===== config.mk =====
export PLATFORM = sky130hd
export DESIGN_NAME = uart_rx
export DESIGN_NICKNAME = d
export VERILOG_FILES = /design/src/rtl/uart_pkg.sv /design/src/rtl/sync_2ff.sv /design/src/rtl/uart_rx.sv
export SDC_FILE = /design/constraint.sdc
export NUM_CORES = 1
export LEC_CHECK = 0
export ABC_CLOCK_PERIOD_IN_PS = 1500
export CAP_MARGIN = 0
export CORE_MARGIN = 5
export CORE_UTILIZATION = 49
export CTS_CLUSTER_SIZE = 20
export DETAILED_ROUTE_END_ITERATION = 12
export GPL_ROUTABILITY_DRIVEN = 1
export GPL_TIMING_DRIVEN = 0
export PLACE_DENSITY = 0.85
export SLEW_MARGIN = 10
export SYNTH_ARGS = -nofsm -noshare
export SYNTH_HDL_FRONTEND = slang
export SYNTH_SLANG_ARGS = --single-unit

===== constraint.sdc =====
create_clock -name clk -period 1.5 [get_ports clk]
set_input_delay 0.3 -clock clk [delete_from_list [all_inputs] [get_ports clk]]
set_output_delay 0.3 -clock clk [all_outputs]
set_load 0.01 [all_outputs]

===== src/rtl/uart_pkg.sv =====
// Shared UART definitions used by the receiver and transmitter.
// Contents:
//   uart_state_e     frame state encoding (Idle=0, Start=1, Data=2, Stop=3)
//   OVERSAMPLE       b_tick pulses per bit period
//   DATA_BITS        data bits per frame, LSB first
package uart_pkg;

  localparam int unsigned OVERSAMPLE = 16;
  localparam int unsigned DATA_BITS  = 8;

  // Encoding is shared with the transmitter; do not reorder.
  typedef enum logic [1:0] {
    StIdle  = 2'd0,
    StStart = 2'd1,
    StData  = 2'd2,
    StStop  = 2'd3
  } uart_state_e;

endpackage


===== src/rtl/sync_2ff.sv =====
// Two-flop synchroniser for a single asynchronous input.
// Ports:
//   clk    system clock
//   reset  asynchronous, active-high; both flops load RESET_VAL
//   i_d    asynchronous input
//   o_q    synchronised output (two clk of latency)
module sync_2ff #(
  parameter logic RESET_VAL = 1'b1
) (
  input  logic clk,
  input  logic reset,
  input  logic i_d,
  output logic o_q
);

  logic r_meta;
  logic r_sync;

  always_ff @(posedge clk or posedge reset) begin
    if (reset) begin
      r_meta <= RESET_VAL;
      r_sync <= RESET_VAL;
    end else begin
      r_meta <= i_d;
      r_sync <= r_meta;
    end
  end

  assign o_q = r_sync;

endmodule


===== src/rtl/uart_rx.sv =====
// UART 8N1 receiver driven by the shared oversampling b_tick strobe.
// The start bit is re-checked at half a bit period, then each data bit and the stop
// bit are sampled at mid-bit.
// Ports:
//   clk        system clock
//   reset      asynchronous, active-high
//   b_tick     1-clk strobe at OVERSAMPLE x baud
//   rx         serial input, idles high, asynchronous to clk
//   rx_data    last received byte, held until the next rx_done
//   rx_done    1-clk pulse when a frame completes
//   rx_busy    high while a frame is in progress
//   frame_err  1-clk pulse with rx_done when the stop bit sampled low
module uart_rx
  import uart_pkg::*;
#(
  parameter int unsigned DataBits   = uart_pkg::DATA_BITS,
  parameter int unsigned Oversample = uart_pkg::OVERSAMPLE
) (
  input  logic                clk,
  input  logic                reset,
  input  logic                b_tick,
  input  logic                rx,
  output logic [DataBits-1:0] rx_data,
  output logic                rx_done,
  output logic                rx_busy,
  output logic                frame_err
);

  localparam int unsigned TickW = $clog2(Oversample);
  localparam int unsigned BitW  = $clog2(DataBits);
  localparam logic [TickW-1:0] TickHalf = TickW'(Oversample / 2 - 1);
  localparam logic [TickW-1:0] TickLast = TickW'(Oversample - 1);
  localparam logic [BitW-1:0]  BitLast  = BitW'(DataBits - 1);

  logic w_rx_s;

  sync_2ff #(
    .RESET_VAL (1'b1)
  ) u_sync (
    .clk   (clk),
    .reset (reset),
    .i_d   (rx),
    .o_q   (w_rx_s)
  );

  uart_state_e         r_state, w_state;
  logic [TickW-1:0]    r_tick, w_tick;
  logic [BitW-1:0]     r_bit, w_bit;
  logic [DataBits-1:0] r_shift, w_shift;
  logic [DataBits-1:0] r_data, w_data;
  logic                r_done, w_done;
  logic                r_ferr, w_ferr;
  logic                r_busy, w_busy;

  always_comb begin
    w_state = r_state;
    w_tick  = r_tick;
    w_bit   = r_bit;
    w_shift = r_shift;
    w_data  = r_data;
    w_done  = 1'b0;
    w_ferr  = 1'b0;
    if (b_tick) begin
      unique case (r_state)
        StIdle: begin
          if (!w_rx_s) begin
            w_state = StStart;
            w_tick  = '0;
          end
        end
        StStart: begin
          if (r_tick == TickHalf) begin
            w_tick = '0;
            if (!w_rx_s) begin
              w_state = StData;
              w_bit   = '0;
            end else begin
              // Start bit did not last half a bit: treat as a glitch.
              w_state = StIdle;
            end
          end else begin
            w_tick = r_tick + 1'b1;
          end
        end
        StData: begin
          if (r_tick == TickLast) begin
            w_tick  = '0;
            w_shift = {w_rx_s, r_shift[DataBits-1:1]};
            if (r_bit == BitLast) begin
              w_state = StStop;
            end else begin
              w_bit = r_bit + 1'b1;
            end
          end else begin
            w_tick = r_tick + 1'b1;
          end
        end
        StStop: begin
          if (r_tick == TickLast) begin
            w_tick  = '0;
            w_data  = r_shift;
            w_done  = 1'b1;
            w_ferr  = ~w_rx_s;
            w_state = StIdle;
          end else begin
            w_tick = r_tick + 1'b1;
          end
        end
        default: w_state = StIdle;
      endcase
    end
    // Busy is registered alongside the state so it falls with rx_done.
    w_busy = (w_state != StIdle);
  end

  always_ff @(posedge clk or posedge reset) begin
    if (reset) begin
      r_state <= StIdle;
      r_tick  <= '0;
      r_bit   <= '0;
      r_shift <= '0;
      r_data  <= '0;
      r_done  <= 1'b0;
      r_ferr  <= 1'b0;
      r_busy  <= 1'b0;
    end else begin
      r_state <= w_state;
      r_tick  <= w_tick;
      r_bit   <= w_bit;
      r_shift <= w_shift;
      r_data  <= w_data;
      r_done  <= w_done;
      r_ferr  <= w_ferr;
      r_busy  <= w_busy;
    end
  end

  assign rx_data   = r_data;
  assign rx_done   = r_done;
  assign rx_busy   = r_busy;
  assign frame_err = r_ferr;

endmodule

# After elaboration in Yosys (flattened, before gate mapping)

Cells that the tools add are included.

Register bits: 30
Bits of input ports: 4
Output and inout bits: 11
Word-level logic and storage cells: 55

$add $sub $neg: 2
Equality and inequality tests: 11
Mux-type cells: 23
Bitwise operators: 1
Reductions and logical operators: 8

Operators with widths:

| cell                | count |
|---|---|
| $mux 2              | 7 |
| $mux 3              | 4 |
| $mux 4              | 3 |
| $pmux 4 s3          | 1 |
| $ne 2x2->1 const B  | 5 |
| $pmux 2 s4          | 1 |
| $mux 1              | 6 |
| $pmux 3 s2          | 1 |
| $reduce_and 3->1    | 2 |
| $reduce_and 6->1    | 1 |
| $add 4x1->4 const B | 1 |
| $eq 2x2->1 const B  | 2 |
| $eq 4x3->1 const B  | 1 |
| $eq 4x4->1 const B  | 1 |
| $reduce_bool 2->1   | 2 |
| $add 3x1->3 const B | 1 |
| $eq 3x3->1 const B  | 1 |
| $eq 2x1->1 const B  | 1 |
| $logic_not 2->1     | 1 |
| $reduce_and 2->1    | 1 |
| $reduce_or 2->1     | 1 |
| $not 1->1           | 1 |

# Depth between registers and ports, before layout

Gate-level depths: netlist of the first run.

Depth in word-level cells: 6
Mapped depth: 6

# Hierarchy

A second synthesis of the first run with hierarchy kept.

Cells, all modules: 102
Area, all modules: 1317.5 µm²

By module, submodules not included:

| module   | instances | cells each | area each (µm²) | seq. area each (µm²) |
|---|---|---|---|---|
| uart_rx  | 1         | 99         | 1261.2          | 700.7 |
| sync_2ff | 1         | 3          | 56.3            | 52.6 |

# Worst setup path after synthesis of the first run

No wires, ideal clock.

Path kind: reg-to-reg
From: reg r_tick[0]
To: reg r_shift[0]
Arrival time: 1.470 ns
Required time: 1.375 ns
Setup slack: -0.094 ns
Stages on the path, launching flop included: 5
Path buffers: 0
Period minus slack after synthesis: 1.594 ns
Cells stage by stage: dfrtp_1 -> ha_1 -> nand4_4 -> nor3_4 -> mux2_2

Longest elaborated chain between the ends: 2

Ends and longest elaborated chain:

| what                       | RTL line       | text |
|---|---|---|
| from (decl)                | uart_rx.sv:47  | `logic [TickW-1:0] r_tick, w_tick;` |
| from (signal assigned)     | uart_rx.sv:128 | `r_tick <= w_tick;` |
| $eq 4x4->1                 | uart_rx.sv:86  | `if (r_tick == TickLast) begin` |
| $reduce_and 3->1 (no line) | n/a            |  |
| to (signal assigned)       | uart_rx.sv:130 | `r_shift <= w_shift;` |
| to (decl)                  | uart_rx.sv:49  | `logic [DataBits-1:0] r_shift, w_shift;` |

Every way passes these cells.
A chain may end at the register's enable or synchronous reset.

# Final worst setup path of the first run

From: reg r_tick[1]
To: reg r_shift[7]

The elaborated chain is that of the path after synthesis.

==> flow_metrics.env, run 1 <==
export IMPL_finalCriticalPeriod_ps=1510
export IMPL_status="finished with violations"
export IMPL_grt_pass1_wl_um=4020
export IMPL_combPwrFrac_pct=29.6
export IMPL_period_share_pct=100
export IMPL_drcViolationCount=0
export IMPL_syn_cell_area_um2=1310
export IMPL_gp_congestion=0.887
export IMPL_crit_required_ps=1710
export IMPL_drt_wirelength_per_cell_um=14.4
export IMPL_synth_area_per_cell_um2=13.5
export IMPL_nFillCells=181
export IMPL_num_rows=18
export IMPL_detail_route_antenna_nets=0
export IMPL_viasPerCell=5.38
export IMPL_worst_path_max_fanout=8
export IMPL_cts_buffer_depth=2
export IMPL_drt_total_wl_um=2270
export IMPL_synth_seq_area_share_pct=57.3
export IMPL_layout_common_cells="28 x dfrtp_1, 17 x mux2_2, 11 x dlygate4sd2_1"
export IMPL_finalHoldViolCount=0
export IMPL_area_delta_synth_final_pct=31.1
export IMPL_setup_viol=3
export IMPL_p_per_area_nw_per_um2=1510
export IMPL_yosysWarningCount=0
export IMPL_clockRootBuffer="clkbuf_4"
export IMPL_hp_class="reg2reg"
export IMPL_layout_drive_gt1_share_pct=43.3
export IMPL_p_seq_share_pct=38.3
export IMPL_antenna_found_initial=0
export IMPL_register_area_um2=753
export IMPL_cp_arrival_ps=1720
export IMPL_multi_input_area_um2=577
export IMPL_grtUsageTotal_pct=14.8
export IMPL_htreeDepth=2
export IMPL_setup_worst_path_class="reg2reg"
export IMPL_nNetsFinal=133
export IMPL_final_util_pct=68.3
export IMPL_die_h_um=61.8
export IMPL_synth_seq_cells=30
export IMPL_initial_core_util_pct=52.1
export IMPL_grt_pass1_vias=879
export IMPL_synthDistinctLibCells=31
export IMPL_p_int_uw=1840
export IMPL_overflow=0
export IMPL_swShare_pct=29.2
export IMPL_io_pins=15
export IMPL_die_w_um=61.8
export IMPL_violations="setup timing"
export IMPL_fin_tns_setup_ps=-15.3
export IMPL_num_antenna_cells=0
export IMPL_dpl_hpwl_um=1500
export IMPL_port_buffer_count=14
export IMPL_synthesis_nets=104
export IMPL_clkLatencyLatePin_ps=320
export IMPL_grt_max_degree=31
export IMPL_p_leak_uw=0.000857
export IMPL_slew_headroom_pct=60.0
export IMPL_core_um2=2520
export IMPL_grt_setup_unrepaired="yes"
export IMPL_cts_tree="done"
export IMPL_end_kind="flop"
export IMPL_clock_sinks=30
export IMPL_numCtsBuffers=5
export IMPL_clock_skew_ps=11.9
export IMPL_via_count=844
export IMPL_startpoint_type="flop"
export IMPL_layout_commonest_cell="dfrtp_1"
export IMPL_setup_ws_ps=-6.55
export IMPL_syn_inst=97
export IMPL_firstDrtPassIters=4
export IMPL_clkPwrFrac_pct=32.1
export IMPL_drt_first_iter_violations=32
export IMPL_worstMarginPinSlew_ps=599
export IMPL_clock_fmax_mhz=664
export IMPL_irDropWorstVdd_mv=1.37
export IMPL_cap_viol_max_count=0
export IMPL_switchingPower_uw=757
export IMPL_clk_pin_slew_ps=90
export IMPL_drv_slew=0
export IMPL_die_area_um2=3820
-- final cells by class --
class / instances / share of cell area, %
clock inverter: 2 / 3.49
buffer: 3 / 1.16
tap: 30 / 2.18
clock buffer: 6 / 2.98
sequential: 30 / 43.7
multi-input combinational: 58 / 33.5
timing repair buffer: 22 / 11.7
inverter: 6 / 1.31
-- path summary, 6_finish.rpt --
kind / startpoint / to / slack [ps] / cells after the start
hold / removal: u_sync.r_meta$_DFF_PP1_ / u_sync.o_q$_DFF_PP1_ / 360 / 0
max in group asynchronous: reset / r_state[0]$_DFF_PP0_ / 730 / 2
hold reg to reg: u_sync.r_meta$_DFF_PP1_ / u_sync.o_q$_DFF_PP1_ / 360 / 0
setup reg to reg: r_tick[1]$_DFFE_PP0P_ / r_shift[7]$_DFFE_PP0P_ / -7 / 5
setup / recovery: r_tick[1]$_DFFE_PP0P_ / r_shift[7]$_DFFE_PP0P_ / -7 / 5
min in group asynchronous: reset / r_bit[1]$_DFFE_PP0P_ / 370 / 2
-- metrics by stage --
stage | cells | hold slack, ps | power [uW] | cell area (um2) | setup WS, ps
after global routing | 157 | 364 | 2750 | 1720 | -76.8
after CTS | 156 | 364 | 2570 | 1680 | 0.862
final | 157 | 362 | 2590 | 1720 | -6.55
after floorplan | 97 | 304 | 1490 | 1330 | -48.8
after detailed placement | 141 | 352 | 1630 | 1500 | -575
after global placement | 141 | 346 | 1590 | 1500 | -549
-- logic make-up after synthesis --
group	after synthesis	synth area share, %
XOR/XNOR	1	0.667
AND/OR/NAND/NOR	19	11.4
AO/OA/AOI/OAI	16	8.38
flip-flops	30	57.3
multiplexers	19	16.3
buffers and inverters	9	3.05
adder cells (fa/ha/maj)	3	2.86
-- synth_stat cells (all sizes together) --
library cell   n  area, um2
a211oi         1       7.51
a21bo          1       10.0
a21oi          2       10.0
a22o           2       17.5
a22oi          1       7.51
a31o           1       8.76
a31oi          2       12.5
buf            3       17.5
dfrtp         28        701
dfstp          2       52.6
ha             3       37.5
inv            6       22.5
mux2          19        214
nand2          4       22.5
nand2b         1       6.26
nand3          2       10.0
nand4          1       21.3
nand4b         1       8.76
nor2           6       30.0
nor3           1       16.3
nor3b          1       7.51
nor4           1       21.3
o211ai         1       7.51
o21ai          3       15.0
o21bai         1       7.51
o22ai          1       6.26
or2            1       6.26
xnor2          1       8.76
-- power by group through the flow --
stage / Sequential, uW / Clock (uW) / Combinational [uW]
after floorplan: 1010 / 0 / 483
after global placement: 1010 / 0 / 581
after detailed placement: 1020 / 0 / 611
after CTS: 990 / 851 / 725
after global routing: 1010 / 890 / 853
final: 995 / 832 / 767
-- registers in the layout, summed over array words and instances (netlist names) --
name / count
u_sync.r_meta: 1
r_bit: 3
r_state: 2
rx_done: 1
rx_busy: 1
frame_err: 1
r_tick: 4
r_shift: 8
rx_data: 8
u_sync.o_q: 1
-- per-layer routing --
layer	up-vias	wire length (um)	global-route usage, %
met5	-	0	0
met4	0	51	8.48
met3	5	109	4.55
met2	18	1170	24.5
met1	419	939	17.0
li1	402	-	-
-- repair_timing --
item,CTS,global route
setup buffers,7,1
pin swaps,3,5
resized for setup,15,7
hold buffers,0,0
endpoints found under the setup margin,23,14
-- critical path, stage by stage, from the launching register on --
cell and delay, ps:
dfrtp_1 400, ha_4 180, nand4_4 160, nor3_4 190, buf_12 150, mux2_2 330
No activity file was read; power rests on OpenSTA's default activity.
==> inputs of run 2 (changes only) <==
--- a/config.mk
+++ b/config.mk
@@ -8,12 +8,12 @@
 export ABC_CLOCK_PERIOD_IN_PS = 1500
 export CAP_MARGIN = 0
 export CORE_MARGIN = 5
-export CORE_UTILIZATION = 49
+export CORE_UTILIZATION = 48
 export CTS_CLUSTER_SIZE = 20
 export DETAILED_ROUTE_END_ITERATION = 12
 export GPL_ROUTABILITY_DRIVEN = 1
 export GPL_TIMING_DRIVEN = 0
-export PLACE_DENSITY = 0.85
+export PLACE_DENSITY_LB_ADDON = 0.3
 export SLEW_MARGIN = 10
 export SYNTH_ARGS = -nofsm -noshare
 export SYNTH_HDL_FRONTEND = slang
==> constraint.sdc (replaced) <==
create_clock -name clk -period 1.5 [get_ports clk]
set_input_delay 0.15 -clock clk [delete_from_list [all_inputs] [get_ports clk]]
set_output_delay 0.15 -clock clk [all_outputs]
set_load 0.01 [all_outputs]
==> flow_metrics.env, run 2 (synthesis gave the netlist of run 1 again) <==
export IMPL_setup_worst_path_class="reg2reg"
export IMPL_p_per_area_nw_per_um2=1330
export IMPL_hold_slack_ps=220
export IMPL_place_ws_ps=-436
export IMPL_place_area_um2=1510
export IMPL_grt_pass1_vias=929
export IMPL_initial_core_util_pct=48.9
export IMPL_ctsHoldBuffers=0
export IMPL_critPathMaxStageDelay_ps=400
export IMPL_io_pins=15
export IMPL_p_int_uw=1510
export IMPL_startpoint_type="flop"
export IMPL_p_seq_share_pct=44.0
export IMPL_detail_route_antenna_nets=0
export IMPL_port_buffer_count=14
export IMPL_worstMarginPinSlew_ps=1020
export IMPL_numCtsBuffers=5
export IMPL_end_kind="flop"
export IMPL_gp_congestion=0.789
export IMPL_worst_path_max_fanout=5
export IMPL_slew_headroom_pct=31.7
export IMPL_antenna_found_initial=0
export IMPL_placedCellCount=142
export IMPL_die_area_um2=3880
export IMPL_cap_viol_max_count=0
export IMPL_slowest_stage="dfrtp_1"
export IMPL_clock_skew_ps=9.42
export IMPL_die_w_um=62.3
export IMPL_clkPwrFrac_pct=22.0
export IMPL_drcViolationCount=0
export IMPL_grt_max_degree=31
export IMPL_overflow=0
export IMPL_layout_common_cells="28 x dfrtp_1, 14 x clkdlybuf4s50_1, 11 x mux2_2"
export IMPL_grt_pass1_wl_um=4100
export IMPL_layout_commonest_cell="dfrtp_1"
export IMPL_drt_wirelength_per_cell_um=14.5
export IMPL_cts_tree="done"
export IMPL_dpl_hpwl_um=1450
export IMPL_finalHoldViolCount=0
export IMPL_layout_drive_gt1_share_pct=41.1
export IMPL_clock_fmax_mhz=660
export IMPL_fin_total_pwr_uw=2260
export IMPL_irDropWorstVdd_mv=0.894
export IMPL_swShare_pct=33.4
export IMPL_period_share_pct=101
export IMPL_firstDrtPassIters=4
export IMPL_htreeDepth=2
export IMPL_instances_no_fill=160
export IMPL_switchingPower_uw=754
export IMPL_violations="setup timing"
export IMPL_core_um2=2690
export IMPL_combPwrFrac_pct=34.0
export IMPL_crit_required_ps=1730
export IMPL_num_antenna_cells=0
export IMPL_setup_ws_ps=-15.6
export IMPL_cts_buffer_depth=2
export IMPL_area_delta_synth_final_pct=29.0
export IMPL_die_h_um=62.3
export IMPL_finalCriticalPeriod_ps=1520
export IMPL_clockRootBuffer="clkbuf_4"
export IMPL_hp_class="in2reg"
export IMPL_final_area_um2=1700
export IMPL_num_rows=19
export IMPL_grt_setup_unrepaired="yes"
export IMPL_nNetsFinal=135
export IMPL_viasPerCell=5.40
export IMPL_clkLatencyLatePin_ps=340
export IMPL_grtUsageTotal_pct=13.4
export IMPL_clock_sinks=30
export IMPL_path_cells="ha_4 -> nand4_4 -> nor3_4 -> buf_6 -> mux2_4"
export IMPL_clk_pin_slew_ps=90
export IMPL_drt_first_iter_violations=11
export IMPL_status="finished with violations"
export IMPL_p_leak_uw=0.000786
export IMPL_cp_arrival_ps=1740
export IMPL_setup_viol=5
export IMPL_via_count=864
export IMPL_drv_slew=0
export IMPL_drt_total_wl_um=2330
run 2: cell types whose count changed in the layout (fill, tap and decap cells not counted), moves of 2 or more:
cell             before  now
buf_6                 0    2
clkdlybuf4s50_1       2   14
dlygate4sd2_1        11    0
mux2_4                2    8
mux2_2               17   11
bufinv_16             2    0
run 2: what timing repair did:
item | in CTS | in global routing
pin swaps | 3 | 1
setup buffers | 8 | 2
setup endpoints to repair | 13 | 19
gates resized for setup | 12 | 2
run 2: worst paths after layout:
check / from / endpoint / slack [ps] / cells after the start
worst min-delay path: rx / u_sync.r_meta$_DFF_PP1_ / 220 / 1
worst max-delay path: r_tick[0]$_DFFE_PP0P_ / r_shift[4]$_DFFE_PP0P_ / -20 / 5
worst min register to register: u_sync.r_meta$_DFF_PP1_ / u_sync.o_q$_DFF_PP1_ / 360 / 0
min in group asynchronous: reset / r_bit[0]$_DFFE_PP0P_ / 240 / 2
worst max register to register: r_tick[0]$_DFFE_PP0P_ / r_shift[4]$_DFFE_PP0P_ / -20 / 5
max in group asynchronous: reset / rx_data[7]$_DFFE_PP0P_ / 790 / 2
run 2: through the flow:
stage	utilization, %	setup TNS [ps]
after floorplan	-	-390
after global placement	56.0	-5500
after detailed placement	56.0	-5930
after CTS	62.3	-30.2
after global routing	63.1	-479
final	63.1	-63.1
run 2: layer usage:
| metal | part of all wire (%) | vias up | track usage, % |
|---|---|---|---|
| li1 | - | 405 | - |
| met1 | 44 | 430 | 14.9 |
| met2 | 49 | 22 | 21.5 |
| met3 | 5.4 | 7 | 5.95 |
| met4 | 2.1 | 0 | 7.16 |
| met5 | 0 | - | 0 |
run 2: area by class of cell:
cell class	count	area [um2]
well taps	31	38.8
fillers	216	991
clock buffers	7	55.1
inverters	6	26.3
clock inverters	1	5.00
multi-input cells	58	577
flip-flops and latches	30	753
plain buffers	3	17.5
repair buffers	24	223
run 2: critical path, delay by kind of cell (launching register included):
family,cells,cell delay [ps]
flip-flops,1,400
AND/OR/NAND/NOR,2,360
adder cells (fa/ha/maj),1,190
multiplexers,1,300
buffers and inverters,1,170
run 2: power groups by stage:
stage | registers, uW | logic [uW] | clock network, uW
2_1_floorplan | 1010 | 483 | 0
3_3_place_gp | 1010 | 586 | 0
3_5_place_dp | 1020 | 610 | 0
4_1_cts | 993 | 720 | 513
5_1_grt | 1010 | 847 | 550
6_report | 994 | 768 | 498
==> inputs of run 3 (changes only) <==
--- a/config.mk
+++ b/config.mk
@@ -9,6 +9,7 @@
 export CAP_MARGIN = 0
 export CORE_MARGIN = 5
 export CORE_UTILIZATION = 48
+export CTS_BUF_LIST = sky130_fd_sc_hd__clkbuf_4
 export CTS_CLUSTER_SIZE = 20
 export DETAILED_ROUTE_END_ITERATION = 12
 export GPL_ROUTABILITY_DRIVEN = 1
==> flow_metrics.env, run 3 (synthesis gave the netlist of run 1 again) <==
export IMPL_crit_required_ps=1710
export IMPL_use_met3_pct=6.49
export IMPL_end_kind="flop"
export IMPL_core_um2=2690
export IMPL_met2_usage_pct=21.2
export IMPL_htreeDepth=2
export IMPL_switchingPower_uw=756
export IMPL_nNetsFinal=136
export IMPL_met1_usage_pct=14.8
export IMPL_clock_skew_ps=10.3
export IMPL_p_per_area_nw_per_um2=1320
export IMPL_hp_class="in2reg"
export IMPL_clock_sinks=30
export IMPL_cts_buffer_depth=2
export IMPL_setup_worst_path_class="reg2reg"
export IMPL_layout_commonest_cell="dfrtp_1"
export IMPL_setup_ws_ps=-30.8
export IMPL_drt_total_wl_um=2320
export IMPL_grt_pass1_wl_um=4090
export IMPL_nFillCells=213
export IMPL_area_delta_synth_final_pct=29.5
export IMPL_period_share_pct=102
export IMPL_cp_arrival_ps=1750
export IMPL_p_seq_share_pct=44.2
export IMPL_slew_headroom_pct=32.3
export IMPL_clkLatencyLatePin_ps=330
export IMPL_r2r_worst_path_cells=5
export IMPL_via_count=864
export IMPL_r2r_end="r_shift[6]$_DFFE_PP0P_"
export IMPL_finalHoldViolCount=0
export IMPL_io_pins=15
export IMPL_place_area_um2=1510
export IMPL_drt_first_iter_violations=24
export IMPL_viasPerCell=5.37
export IMPL_numCtsBuffers=5
export IMPL_grt_max_degree=31
export IMPL_fin_tns_setup_ps=-75.7
export IMPL_swShare_pct=33.6
export IMPL_cap_viol_max_count=0
export IMPL_worstMarginPinSlew_ps=1010
export IMPL_p_leak_uw=0.000785
export IMPL_p_int_uw=1500
export IMPL_final_util_pct=63.3
export IMPL_clockRootBuffer="clkbuf_4"
export IMPL_worst_path_max_fanout=4
export IMPL_startpoint_type="flop"
export IMPL_finalCriticalPeriod_ps=1530
export IMPL_die_h_um=62.3
export IMPL_die_area_um2=3880
export IMPL_crit_start="r_tick[0]$_DFFE_PP0P_"
export IMPL_grt_pass1_vias=934
export IMPL_grtUsageTotal_pct=13.4
export IMPL_fin_total_pwr_uw=2250
export IMPL_drv_slew=0
export IMPL_drcViolationCount=0
export IMPL_layout_common_cells="28 x dfrtp_1, 14 x clkdlybuf4s50_1, 13 x mux2_2"
export IMPL_clk_pin_slew_ps=80
export IMPL_status="finished with violations"
export IMPL_cts_tree="done"
export IMPL_port_buffer_count=14
export IMPL_grt_setup_unrepaired="yes"
export IMPL_layout_drive_gt1_share_pct=42.3
export IMPL_irDropWorstVdd_mv=0.986
export IMPL_firstDrtPassIters=4
export IMPL_drt_wirelength_per_cell_um=14.4
export IMPL_endpoint="r_shift[6]$_DFFE_PP0P_"
export IMPL_combPwrFrac_pct=35.2
export IMPL_reg2reg_slack_ps=-30
export IMPL_num_rows=19
export IMPL_violations="setup timing"
export IMPL_dpl_hpwl_um=1450
export IMPL_gp_congestion=0.789
export IMPL_place_ws_ps=-436
export IMPL_die_w_um=62.3
export IMPL_ctsHoldBuffers=0
export IMPL_final_area_um2=1700
export IMPL_setup_viol=3
export IMPL_grt_busiest_layer="met2"
export IMPL_num_antenna_cells=0
export IMPL_detail_route_antenna_nets=0
export IMPL_clock_fmax_mhz=653
export IMPL_initial_core_util_pct=48.9
export IMPL_r2r_start="r_tick[0]$_DFFE_PP0P_"
export IMPL_antenna_found_initial=0
export IMPL_overflow=0
export IMPL_clkPwrFrac_pct=20.5
## run 3: cell count changes in the layout (fill, tap and decap cells not counted)
cell and change:
clkbuf_1 -1, clkinv_1 +1, ha_1 -1, clkbuf_8 -1, mux2_4 -2, mux2_2 +2
clkbuf_4 +1, buf_4 +1, ha_4 +1
## run 3: worst min path at each step
stage,start,to,cells past startpoint
6_report,rx,u_sync.r_meta$_DFF_PP1_,1
5_1_grt,rx,u_sync.r_meta$_DFF_PP1_,1
4_1_cts,rx,u_sync.r_meta$_DFF_PP1_,1
3_5_place_dp,u_sync.r_meta$_DFF_PP1_,u_sync.o_q$_DFF_PP1_,0
3_3_place_gp,u_sync.r_meta$_DFF_PP1_,u_sync.o_q$_DFF_PP1_,0
2_1_floorplan,rx,u_sync.r_meta$_DFF_PP1_,0
## run 3: worst max-delay path, stage by stage, from the launching register on
cell     delay (ps)
dfrtp_1         400
ha_4            190
nand4_4         160
nor3_4          190
buf_4           160
mux2_2          320
## run 3: cell type report
type / instances / area [um2] / area share, %
clock inverters: 2 / 8.76 / 0.515
multi-input cells: 58 / 582 / 34.2
plain buffers: 3 / 21.3 / 1.25
flip-flops and latches: 30 / 753 / 44.3
clock buffers: 6 / 45.0 / 2.65
inverters: 6 / 26.3 / 1.54
repair buffers: 25 / 226 / 13.3
well taps: 31 / 38.8 / 2.28
## run 3: metrics by stage
step / std cells / hold slack (ps)
floorplan: 97 / 154
global placement: 142 / 347
detailed placement: 142 / 347
CTS: 158 / 211
global route: 161 / 196
finish: 161 / 224
## run 3: what timing repair did
item                                    4_1_cts  5_1_grt
resized for setup                             5        9
pin swaps                                     3        0
hold endpoints to repair                      0        0
endpoints found under the setup margin       13       19
buffers inserted                              8        3
## run 3: per-layer routing
| layer | vias up | share of wire [%] |
|---|---|---|
| met1 | 430 | 45 |
| met4 | 0 | 2.2 |
| met5 | - | 0 |
| li1 | 410 | - |
| met3 | 6 | 5.1 |
| met2 | 18 | 47 |
## run 3: power groups by stage
stage          clock, uW  combinational [uW]  sequential (uW)
2_1_floorplan          0                 483             1010
3_3_place_gp           0                 586             1010
3_5_place_dp           0                 610             1020
4_1_cts              480                 719              992
5_1_grt              518                 876             1010
6_report             463                 793              995
